File: src/rtl/shift_reg_param.sv
`default_nettype none
// ============================================================================
// shift_reg_param : WIDTH-bit universal/barrel shift register with an
//                   LSB-first full-duplex serial transfer engine.
// Revision        : 1.0
// ============================================================================
module shift_reg_param #(
  parameter int WIDTH = 8,
  parameter int SHW   = 4
) (
  input  logic             clk,
  input  logic             rst,
  input  logic             en,
  input  logic [3:0]       ctrl,
  input  logic [WIDTH-1:0] data_in,
  input  logic [SHW-1:0]   shamt,
  input  logic             ser_in,
  output logic [WIDTH-1:0] Q,
  output logic             ser_out,
  output logic             busy,
  output logic             done
);

  localparam int c_cw = (WIDTH > 2) ? $clog2(WIDTH) : 1;
  localparam logic [c_cw-1:0] c_last  = c_cw'(WIDTH - 1);
  localparam logic [SHW-1:0]  c_width = SHW'(WIDTH);

  typedef enum logic [1:0] {
    S_IDLE  = 2'd0,
    S_SHIFT = 2'd1,
    S_DONE  = 2'd2
  } state_t;

  state_t           r_state, w_state_nx;
  logic [WIDTH-1:0] r_q, w_q_nx;
  logic [c_cw-1:0]  r_cnt, w_cnt_nx;
  logic             r_busy, r_done;

  logic [SHW-1:0]   w_rot_amt;
  logic [WIDTH-1:0] w_asr, w_ror, w_rol;

  // Complementary shift of WIDTH-rot is WIDTH when rot=0, which yields zero
  assign w_rot_amt = shamt % c_width;
  assign w_ror     = (r_q >> w_rot_amt) | (r_q << (c_width - w_rot_amt));
  assign w_rol     = (r_q << w_rot_amt) | (r_q >> (c_width - w_rot_amt));
  assign w_asr     = $signed(r_q) >>> shamt;

  always_comb begin
    w_state_nx = r_state;
    w_q_nx     = r_q;
    w_cnt_nx   = r_cnt;
    case (r_state)
      S_IDLE: begin
        if (en) begin
          case (ctrl)
            4'd0: w_q_nx = '0;
            4'd1: w_q_nx = data_in;
            4'd2: w_q_nx = r_q >> shamt;
            4'd3: w_q_nx = r_q << shamt;
            4'd4: w_q_nx = w_asr;
            4'd5: w_q_nx = {ser_in, r_q[WIDTH-1:1]};
            4'd6: w_q_nx = w_ror;
            4'd7: w_q_nx = w_rol;
            4'd8: w_q_nx = {r_q[WIDTH-2:0], ser_in};
            4'd9: begin
              w_q_nx     = data_in;
              w_cnt_nx   = '0;
              w_state_nx = S_SHIFT;
            end
            default: w_q_nx = r_q;
          endcase
        end
      end
      S_SHIFT: begin
        if (en) begin
          w_q_nx = {ser_in, r_q[WIDTH-1:1]};
          if (r_cnt == c_last) begin
            w_cnt_nx   = '0;
            w_state_nx = S_DONE;
          end else begin
            w_cnt_nx = r_cnt + 1'b1;
          end
        end
      end
      S_DONE:  w_state_nx = S_IDLE;
      default: w_state_nx = S_IDLE;
    endcase
  end

  always_ff @(posedge clk or posedge rst) begin
    if (rst) begin
      r_state <= S_IDLE;
      r_q     <= '0;
      r_cnt   <= '0;
      r_busy  <= 1'b0;
      r_done  <= 1'b0;
    end else begin
      r_state <= w_state_nx;
      r_q     <= w_q_nx;
      r_cnt   <= w_cnt_nx;
      r_busy  <= (w_state_nx == S_SHIFT);
      r_done  <= (w_state_nx == S_DONE);
    end
  end

  assign Q       = r_q;
  assign ser_out = r_q[0];
  assign busy    = r_busy;
  assign done    = r_done;

endmodule
`default_nettype wire

File: config.mk
export PLATFORM = sky130hd
export DESIGN_NAME = shift_reg_param
export DESIGN_NICKNAME = d
export VERILOG_FILES = /design/src/rtl/shift_reg_param.sv
export SDC_FILE = /design/constraint.sdc
export NUM_CORES = 1
export LEC_CHECK = 0
export ABC_AREA = 1
export CAP_MARGIN = 25
export CELL_PAD_IN_SITES_DETAIL_PLACEMENT = 1
export CELL_PAD_IN_SITES_GLOBAL_PLACEMENT = 1
export CORE_UTILIZATION = 25
export DETAILED_ROUTE_END_ITERATION = 12
export PLACE_DENSITY = 0.56
export SYNTH_ARGS = -nofsm -noshare
export SYNTH_HDL_FRONTEND = slang
export SYNTH_SLANG_ARGS = --single-unit
File: constraint.sdc
create_clock -name clk -period 1.9 [get_ports clk]
set_input_delay 0.38 -clock clk [delete_from_list [all_inputs] [get_ports clk]]
set_output_delay 0.38 -clock clk [all_outputs]
set_load 0.05 [all_outputs]
Word-level counts from Yosys, hierarchy flattened
Cells that the tools add are included.
{"block": "totals", "input_bits": 20, "ff_bits": 15, "elab_cells": 53, "out_inout_bits": 11}
{"block": "classes", "n_eq_ne": 17, "n_addsub": 2, "n_bitwise": 2, "n_reduce_logical": 6, "mux": 14, "n_shift": 7}
{"cell": "8-bit one-hot mux with 9 select lines", "n": 1}
{"cell": "4-bit by 3-bit equality test with 1-bit output (second input constant)", "n": 4}
{"cell": "8-bit two-way mux", "n": 2}
{"cell": "8-bit bitwise OR", "n": 2}
{"cell": "8-bit one-hot mux with 2 select lines", "n": 1}
{"cell": "8-bit by 4-bit << shifter with 8-bit output", "n": 2}
{"cell": "8-bit by 4-bit >> shifter with 8-bit output", "n": 2}
{"cell": "3-bit two-way mux", "n": 4}
{"cell": "10-bit by 2-bit != test with 1-bit output (second input constant)", "n": 1}
{"cell": "4-bit by 2-bit equality test with 1-bit output (second input constant)", "n": 2}
{"cell": "4-bit equality test (second input constant)", "n": 2}
{"cell": "2-bit two-way mux", "n": 4}
{"cell": "4-bit AND reduction", "n": 2}
{"cell": "8-bit by 3-bit << shifter with 8-bit output", "n": 1}
{"cell": "8-bit by 3-bit >> shifter with 8-bit output", "n": 1}
{"cell": "8-bit by 4-bit >>> shifter with 8-bit output", "n": 1}
{"cell": "3-bit one-hot mux with 2 select lines", "n": 1}
{"cell": "2-bit by 1-bit equality test with 1-bit output (second input constant)", "n": 2}
{"cell": "4-bit by 1-bit equality test with 1-bit output (second input constant)", "n": 1}
{"cell": "4-bit logical NOT", "n": 1}
{"cell": "2-bit != test (second input constant)", "n": 2}
{"cell": "2-bit one-hot mux with 2 select lines", "n": 1}
{"cell": "4-bit by 3-bit subtractor with 4-bit output (first input constant)", "n": 1}
{"cell": "3-bit by 1-bit adder with 3-bit output (second input constant)", "n": 1}
{"cell": "6 further kinds", "n": 6}

Logic depth before layout (Yosys ltp)
{"block": "logic_depth", "depth_word": 6, "mapped_depth": 16, "mapped_depth_nobuf": 14}

Least setup slack after synthesis
OpenSTA, ideal clock, no wires.
{"block": "synth_timing", "path_type": "input-to-reg", "start": "in shamt[0]", "end": "reg r_q[5] (netlist: Q[5])", "t_required_ns": 1.827, "path_stages": 12, "t_arrival_ns": 1.822, "path_slack_ns": 0.004, "setup_time_ns": 0.073, "path_buffers": 2, "path_cell_list": "buf_6 inv_6 ha_1 clkinv_1 buf_2 nand3_1 o211ai_2 nand3_1 nand2_1 nand3_1 nand2_1 a21oi_2"}
{"block": "synth_between", "elab_chain_cells": 6, "elab_cells_between_ends": 13, "cone_classes": "add/sub: 1; shift: 7; mux: 3; bitwise: 2"}
{"element": "start: declaration", "line": "16", "source": "input logic [SHW-1:0] shamt,"}
{"element": "4-bit by 3-bit subtractor with 4-bit output", "line": "44, 45"}
{"element": "8-bit by 4-bit >> shifter with 8-bit output or 8-bit by 4-bit << shifter with 8-bit output (tied branches)", "line": "45, 44"}
{"element": "8-bit bitwise OR (on tied branches)", "line": "45, 44"}
{"element": "8-bit one-hot mux with 9 select lines (*)", "line": "55", "source": "case (ctrl)"}
{"element": "8-bit two-way mux (*)", "line": "54", "source": "if (en) begin"}
{"element": "8-bit one-hot mux with 2 select lines (*)", "line": "52", "source": "case (r_state)"}
{"element": "end signal: assignment", "line": "99", "source": "r_q <= w_q_nx;"}
{"element": "end: declaration", "line": "35", "source": "logic [WIDTH-1:0] r_q, w_q_nx;"}
Every way passes the cells marked *; elsewhere a longest branch is shown, timed or not. The select of a mux whose other input is x is not followed.
A chain may end at the register's enable or synchronous reset.

Final worst setup path
{"block": "layout_timing", "start": "reg r_busy (netlist: busy)", "end": "out busy"}
{"element": "start: declaration", "line": "37", "source": "logic r_busy, r_done;"}
{"element": "start signal: assignment", "line": "101", "source": "r_busy <= (w_state_nx == S_SHIFT);"}
{"element": "end: declaration", "line": "20", "source": "output logic busy,"}
No word-level cell between the ends.

==> impl_metrics.csv <==
group,metric,value,unit
run_status,status,"completed",
pwr,p_clk_share,8.1,%
worst_setup_path,end_kind,"primary output",
floorplan,dieArea,0.00977,sq mm
place,gp_congestion,0.852,
floorplan,num_rows,34,
final_layout,multiInputGateArea,0.00181,sq mm
timing,finalClockSkew,4.14,ps
place,dpl-instance-area,0.00323,sq mm
timing,setup_viol,0,
synth,ys_ff_latch,15,
pwr,p_sw,1.93,mW
timing,layout_min_cycle_time,1750,ps
synth,muxShareOfSynthArea,0.480,%
synth,ys_types,36,
timing,period_share,92.3,%
detailed_routing,via_per_inst,5.01,
detailed_routing,postRouteWirelength,10000,um
worst_setup_path,max_stage_delay,790,ps
worst_setup_path,reg2reg_slack,200,ps
flow_run,max_cap_viol_count,0,
grt,grt_use_total,21.3,%
synth,syn_inst,417,
floorplan,die_h,98.8,um
worst_hold_path,hp-class,"input pin to asynchronous set/reset pin",
pwr,p_leak,1.81,nW
synth,synthAdderAreaFrac,1.60,%
worst_setup_path,rr_worst_depth,12,
timing,worst_pin_slew,632,ps
synth,synth_top_family_by_area,"simple AND/OR/NAND/NOR gates",
floorplan,initial_core_util,26.4,%
final_layout,fill_cells,1189,
timing,final-max-slew-violation-count,0,
timing,hold_viol,0,
worst_setup_path,cp_slowest_cell,"clkdlybuf4s50_1",
floorplan,coreArea,0.00889,sq mm
final_layout,nets,537,
floorplan,die_w,98.8,um
timing,final.setup.tns,0,ps
pwr,powerDensity,1020,mW/mm^2
cts,clock_latency,260,ps
cts,ctsHoldBuffers,0,
timing,slew_headroom,57.8,%
worst_setup_path,crit_type,"flip-flop to primary output",
detailed_routing,final_antenna_net_count,0,
worst_setup_path,startpoint_type,"flip-flop",
timing,rsz0062_at_grt,"no",
worst_setup_path,arrival,1370,ps
synth,syn_area_per_cell,5.62,sq um
final_layout,postLayoutCellArea,0.00339,sq mm
cts,clk_path_buf_depth,2,
timing,fmax,570,MHz
cts,root_buffer,"clkbuf_8",
grt,gr-total-overflow,0,
final_layout,area_growth,44.6,%
grt,antenna_found_initial,0,
synth,synth_xor_area_share,0,%
floorplan,io_pins,31,
worst_setup_path,crit_required,1520,ps
grt,grt_pass1_vias,3227,
worst_setup_path,path_cells,"clkdlybuf4s50_1",
place,dp_hpwl,8300,um
worst_setup_path,critPathTopFamily,"buffers and inverters",
final_layout,diodes,0,
pwr,vdd_drop_max,0.706,mV
pwr,p_int,1.54,mW
synth,synth_warnings,0,
synth,synth-edff-count,0,
grt,grt_start_max_net_pins,16,
detailed_routing,drtIter0Drc,127,
cts,clock-sinks,15,
detailed_routing,drc_errors,0,
cts,clk_pin_slew,70,ps
synth,synthArstFlopShare,100,%
place,place_ws,-507,ps
final_layout,seq_area,379,sq um
grt,grt_pass1_wl,16500,um
final_layout,drive_gt1_share,27.7,%
worst_setup_path,crit_buf_inv,1,
detailed_routing,via_count,3114,
pwr,power,3.46,mW
pwr,netSwitchingFraction,55.6,%
synth,synth_area,0.00234,sq mm
timing,hold_ws,501,ps
detailed_routing,drt_first_pass_iters,4,
synth,synth_compound_area_share,11.6,%
synth,syn-num-nets,440,
worst_setup_path,cp_max_fo,1,
synth,yosysSeqAreaShare,16.0,%
pwr,power_frac_comb,71.1,%
cts,cts_tree,"yes",
synth,synthFlopType,"dfrtp_1",
cts,cts_buffers,3,
cts,cts_max_level,1,
timing,layout_setup_ws,146,ps
worst_setup_path,cp.depth,1,
pwr,p_seq_share,20.8,%
synth,yosys.area_share.simple,60.5,%
detailed_routing,wl_per_cell,16.1,um
place,io_buffers,30,
-- path summary, 6_finish.rpt --
| check | endpoint | from |
|---|---|---|
| max in group asynchronous | Q[7]$_DFFE_PP0P_ | rst |
| min in group clk | r_cnt[2]$_DFFE_PP0P_ | r_cnt[2]$_DFFE_PP0P_ |
| setup / recovery | busy | busy$_DFF_PP0_ |
| setup reg to reg | Q[2]$_DFFE_PP0P_ | Q[1]$_DFFE_PP0P_ |
| hold / removal | busy$_DFF_PP0_ | rst |
| hold reg to reg | r_cnt[2]$_DFFE_PP0P_ | r_cnt[2]$_DFFE_PP0P_ |
-- power by group through the flow --
stage	logic [mW]	clock network, mW	registers [mW]
6_report	2.46	0.281	0.719
5_1_grt	2.69	0.307	0.724
4_1_cts	2.45	0.291	0.701
3_5_place_dp	2.43	0	0.706
3_3_place_gp	2.40	0	0.705
2_1_floorplan	1.17	0	0.924
-- Yosys cell counts (2+ instances only) --
cell,number,area [sq um]
ha_1,3,37.5
clkinv_1,3,11.3
dfrtp_1,15,375
nand2_1,185,694
nor3_1,3,15.0
buf_2,3,15.0
buf_6,2,22.5
buf_4,3,22.5
clkbuf_1,2,7.51
nor2_2,2,12.5
inv_4,2,12.5
nor2_4,2,22.5
a21oi_1,15,75.1
a32o_1,2,20.0
nand3_1,56,280
nor2_8,2,40.0
nand2_2,4,25.0
o21ai_0,3,15.0
a21oi_2,7,61.3
nand3b_1,2,15.0
inv_1,26,97.6
inv_2,3,11.3
nand4_1,7,43.8
nor3_2,4,40.0
o211ai_2,7,87.6
nor2_1,44,165
-- kinds of logic (layout without fill, tap and decap cells) --
| logic type | after synthesis | after routing |
|---|---|---|
| buf+inv | 46 | 142 |
| fa+ha+maj | 3 | 3 |
| flops | 15 | 15 |
| mux | 1 | 1 |
| simple gates | 316 | 316 |
| compound gates | 36 | 36 |
-- cell usage in the layout, fill, tap and decap left out, types with 2 or more instances in the layout --
| master | count |
|---|---|
| a32o_1 | 2 |
| nor3_4 | 2 |
| dlymetal6s2s_1 | 5 |
| nand3b_1 | 2 |
| clkbuf_8 | 3 |
| nor2_8 | 2 |
| buf_6 | 2 |
| dfrtp_1 | 12 |
| o21ai_0 | 2 |
| inv_4 | 3 |
| inv_2 | 3 |
| nand2_2 | 7 |
| clkdlybuf4s50_1 | 14 |
| ha_1 | 3 |
| buf_4 | 77 |
| nor3_2 | 3 |
| nand4_1 | 7 |
| dfrtp_2 | 3 |
| a21oi_2 | 7 |
| nor2_4 | 3 |
| o21ai_1 | 2 |
| nand2_1 | 178 |
| clkinvlp_4 | 2 |
| clkinv_1 | 3 |
| a21oi_1 | 15 |
| nand3_1 | 56 |
| nor3_1 | 2 |
| inv_1 | 24 |
| nor2_1 | 42 |
| buf_12 | 3 |
| clkbuf_2 | 2 |
| nor2_2 | 3 |
| o211ai_2 | 7 |
| nand2_4 | 5 |
-- flip-flops by register name, indices dropped and copies added (netlist names) --
| name | cells |
|---|---|
| Q | 8 |
| r_cnt | 3 |
| r_state | 2 |
| busy | 1 |
| done | 1 |
-- through the flow --
step	util [%]	std cells
finish	38.1	621
global route	38.1	621
CTS	37.0	618
detailed placement	36.4	614
global placement	36.4	614
floorplan	-	417
-- per-layer routing --
metal  up-vias  routed length, um  GRT usage (%)
met3         6                435           1.84
met1      1509               4950           30.7
met5         -                  0              0
met2        62               4580           35.6
li1       1537                  -              -
met4         0                 46           2.30
-- what timing repair did --
action,CTS,global route
pin swaps,1,6
gates resized for setup,6,31
buffers inserted,0,3
endpoints found under the setup margin,9,10
hold endpoints to repair,0,0
-- final cells by class --
cell class | instances | area share (%)
clock buffers | 3 | 1.22
flip-flops and latches | 15 | 11.2
clock inverters | 1 | 0.221
well taps | 108 | 3.99
repair buffers | 103 | 25.8
multi-input cells | 356 | 53.3
inverters | 35 | 4.36
Power figures use the tool's default switching activity.
==> RTL change (config.mk and constraints unchanged) <==
Encoding of `state_t`: now one-hot (3 bits for 3 states).
--- a/src/rtl/shift_reg_param.sv
+++ b/src/rtl/shift_reg_param.sv
@@ -25,10 +25,10 @@
   localparam logic [c_cw-1:0] c_last  = c_cw'(WIDTH - 1);
   localparam logic [SHW-1:0]  c_width = SHW'(WIDTH);
 
-  typedef enum logic [1:0] {
-    S_IDLE  = 2'd0,
-    S_SHIFT = 2'd1,
-    S_DONE  = 2'd2
+  typedef enum logic [2:0] {
+    S_IDLE  = 3'b001,
+    S_SHIFT = 3'b010,
+    S_DONE  = 3'b100
   } state_t;
 
   state_t           r_state, w_state_nx;
Behaviour: no difference found for any inputs over 10 cycles, from zero or initial values and one cycle with rst high; not proved beyond that.
==> RTL change against the unedited design <==
  * Sequential share of layout area increased by 0.82 points
  * Worst setup slack lost 10 ps
  * Design area down 1.0%
  * Sequential cell count rose by 1
  * Routed wire length rose by 1.8%
  * Area after synthesis rose by 2.4%
  * Fmax is 0.58% lower
Power is not compared: it rests on default switching activity, and its combinational part moved more than twofold at a synthesized area within 25%.
==> RTL change: results (changes against the unedited design) <==
| Metric | Value |
|---|---|
| Gpl congestion | `0.910 (+6.8%)` |
| Top_reg_cell synth | `dfrtp_1` |
| CTS Buf Count | `3 (unchanged)` |
| Synth area leaders | `nand2_1, nand3_1, dfrtp_1` |
| Post-DP Area | `3240 sq um (+0.15%)` |
| Leak | `1.84 nW` |
| Tightest Hold Check Type | `in -> async` |
| Placed cells | `643 (+4.7%)` |
| Worst-path clk slew | `70 ps (about the same)` |
| Cell variety after synth | `31 (-14%)` |
| Max Root-Sink Buffers | `2 (unchanged)` |
| Synth top cells by count | `nand2_1, nand3_1, nor2_1` |
| Final #Nets | `545 (+1.5%)` |
| Worst slew pin tran | `496 ps (-136 ps)` |
| Slowest CP cell | `clkdlybuf4s50_1` |
| IO Port Bufs | `30 (unchanged)` |
| Flip-flop count of the largest register after layout | `8 (unchanged)` |
| Setup slack at placement | `-438 ps (+69.5 ps)` |
| Initial drt markers | `104 (-18%)` |
| Root Driver | `clkbuf_8` |
| Synth Warn # | `0 (unchanged)` |
| Total GRT Usage | `21.1% (-0.24 points)` |
| Worst VDD drop | `534 uV` |
| Syn Nets | `461 (+4.8%)` |
| Initial antenna violation count | `0 (unchanged)` |
| Via/cell ratio | `4.84 (-3.5%)` |
| Top-area cell type share of the netlist area | `28.6% (-1.0 points)` |
| Critical Path Max Stage Delay | `790 ps (about the same)` |
| R2r setup slk | `150 ps (-50 ps)` |
| Diode count | `0 (unchanged)` |
| Skew final | `2.72 ps (-1.42 ps)` |
| H-tree depth | `1 (unchanged)` |
| Total routed wirelength | `10200 microns (+1.8%)` |
| First-pass GRT wire length | `16500 microns (-0.13%)` |
| Async S/R FF share, synth | `100% (unchanged)` |
| Tmin final | `1760 ps (+10.2 ps)` |
| Outcome | `completed` |
| Family with the most delay on the worst path | `buffers and inverters` |
| DR pass1 iterations | `4 (unchanged)` |
| Avg Inst Size Synth | `5.48 sq um (-2.5%)` |
| Post-synthesis sequential area ratio | `16.7% (+0.72 points)` |
| PwrDens | `597 nW/um^2` |
| Share of cells above drive strength 1 | `24.6% (-3.1 points)` |
| Vias in the first global route | `3168 (-1.8%)` |
| Critical path peak fanout | `1 (unchanged)` |
| Placed wire-length estimate | `8460 microns (+2.0%)` |
| Non-filler cells, final | `650 (+4.7%)` |
| Clock Latency Late Sink | `250 ps` |
| Largest net degree at the start of global routing | `17 (+1)` |
[RTL change: changes by cell type in the layout (fill, tap and decap cells not counted), moves of 5 or more]
cell,delta
o211ai_2,-7
nor2_1,-5
buf_4,-7
nand3_1,+21
a21oi_1,+6
[RTL change: final timing paths]
kind | from | endpoint | cells after the start
setup / recovery | busy$_DFF_PP0_ | busy | 1
hold / removal | rst | Q[0]$_DFFE_PP0P_ | 3
setup reg to reg | Q[1]$_DFFE_PP0P_ | Q[6]$_DFFE_PP0P_ | 12
hold reg to reg | r_cnt[2]$_DFFE_PP0P_ | r_cnt[2]$_DFFE_PP0P_ | 2
max in group asynchronous | rst | r_state[0]$_DFF_PP1_ | 3
min in group clk | r_cnt[2]$_DFFE_PP0P_ | r_cnt[2]$_DFFE_PP0P_ | 2
[RTL change: what timing repair did]
item                                    4_1_cts  5_1_grt
resized for setup                            10       10
gates cloned                                  0        0
pin swaps                                     4        0
endpoints found under the setup margin        8        8
buffers inserted                              3        0
hold buffers                                  0        0
[RTL change: cell type report]
cell class	count	area [sq um]
sequential	16	403
clock buffer	4	55.1
inverter	34	138
multi-input combinational	372	1790
fill	1294	5930
tap	129	161
timing repair buffer	95	810
[RTL change: kinds of logic after synthesis]
logic type	after synthesis	synth area share (%)
buffers and inverters	50	10.7
AND/OR/NAND/NOR	333	62.5
adder cells (fa/ha/maj)	3	1.56
flip-flops	16	16.7
AO/OA/AOI/OAI	36	8.49
[RTL change: metal layers]
metal	GRT usage [%]	wire, microns	vias up
li1	-	-	1578
met1	29.9	4900	1482
met2	35.4	4750	74
met3	0.975	409	10
met4	4.79	122	0
met5	0	0	-
[RTL change: report_power, final]
group	switching (mW)	internal (mW)
logic	0.764	0.453
registers	0.0928	0.386
clock network	0.124	0.184
[RTL change: through the flow]
stage                     hold slack, ps  utilization, %  power [mW]  TNS (ps)
after floorplan                      293               -        1.19         0
after global placement               505            34.9        1.66     -2730
after detailed placement             515            34.9        1.68     -3140
after CTS                            457            35.9        2.01         0
after global routing                 500            36.1        2.14         0
final                                441            36.1        2.00         0
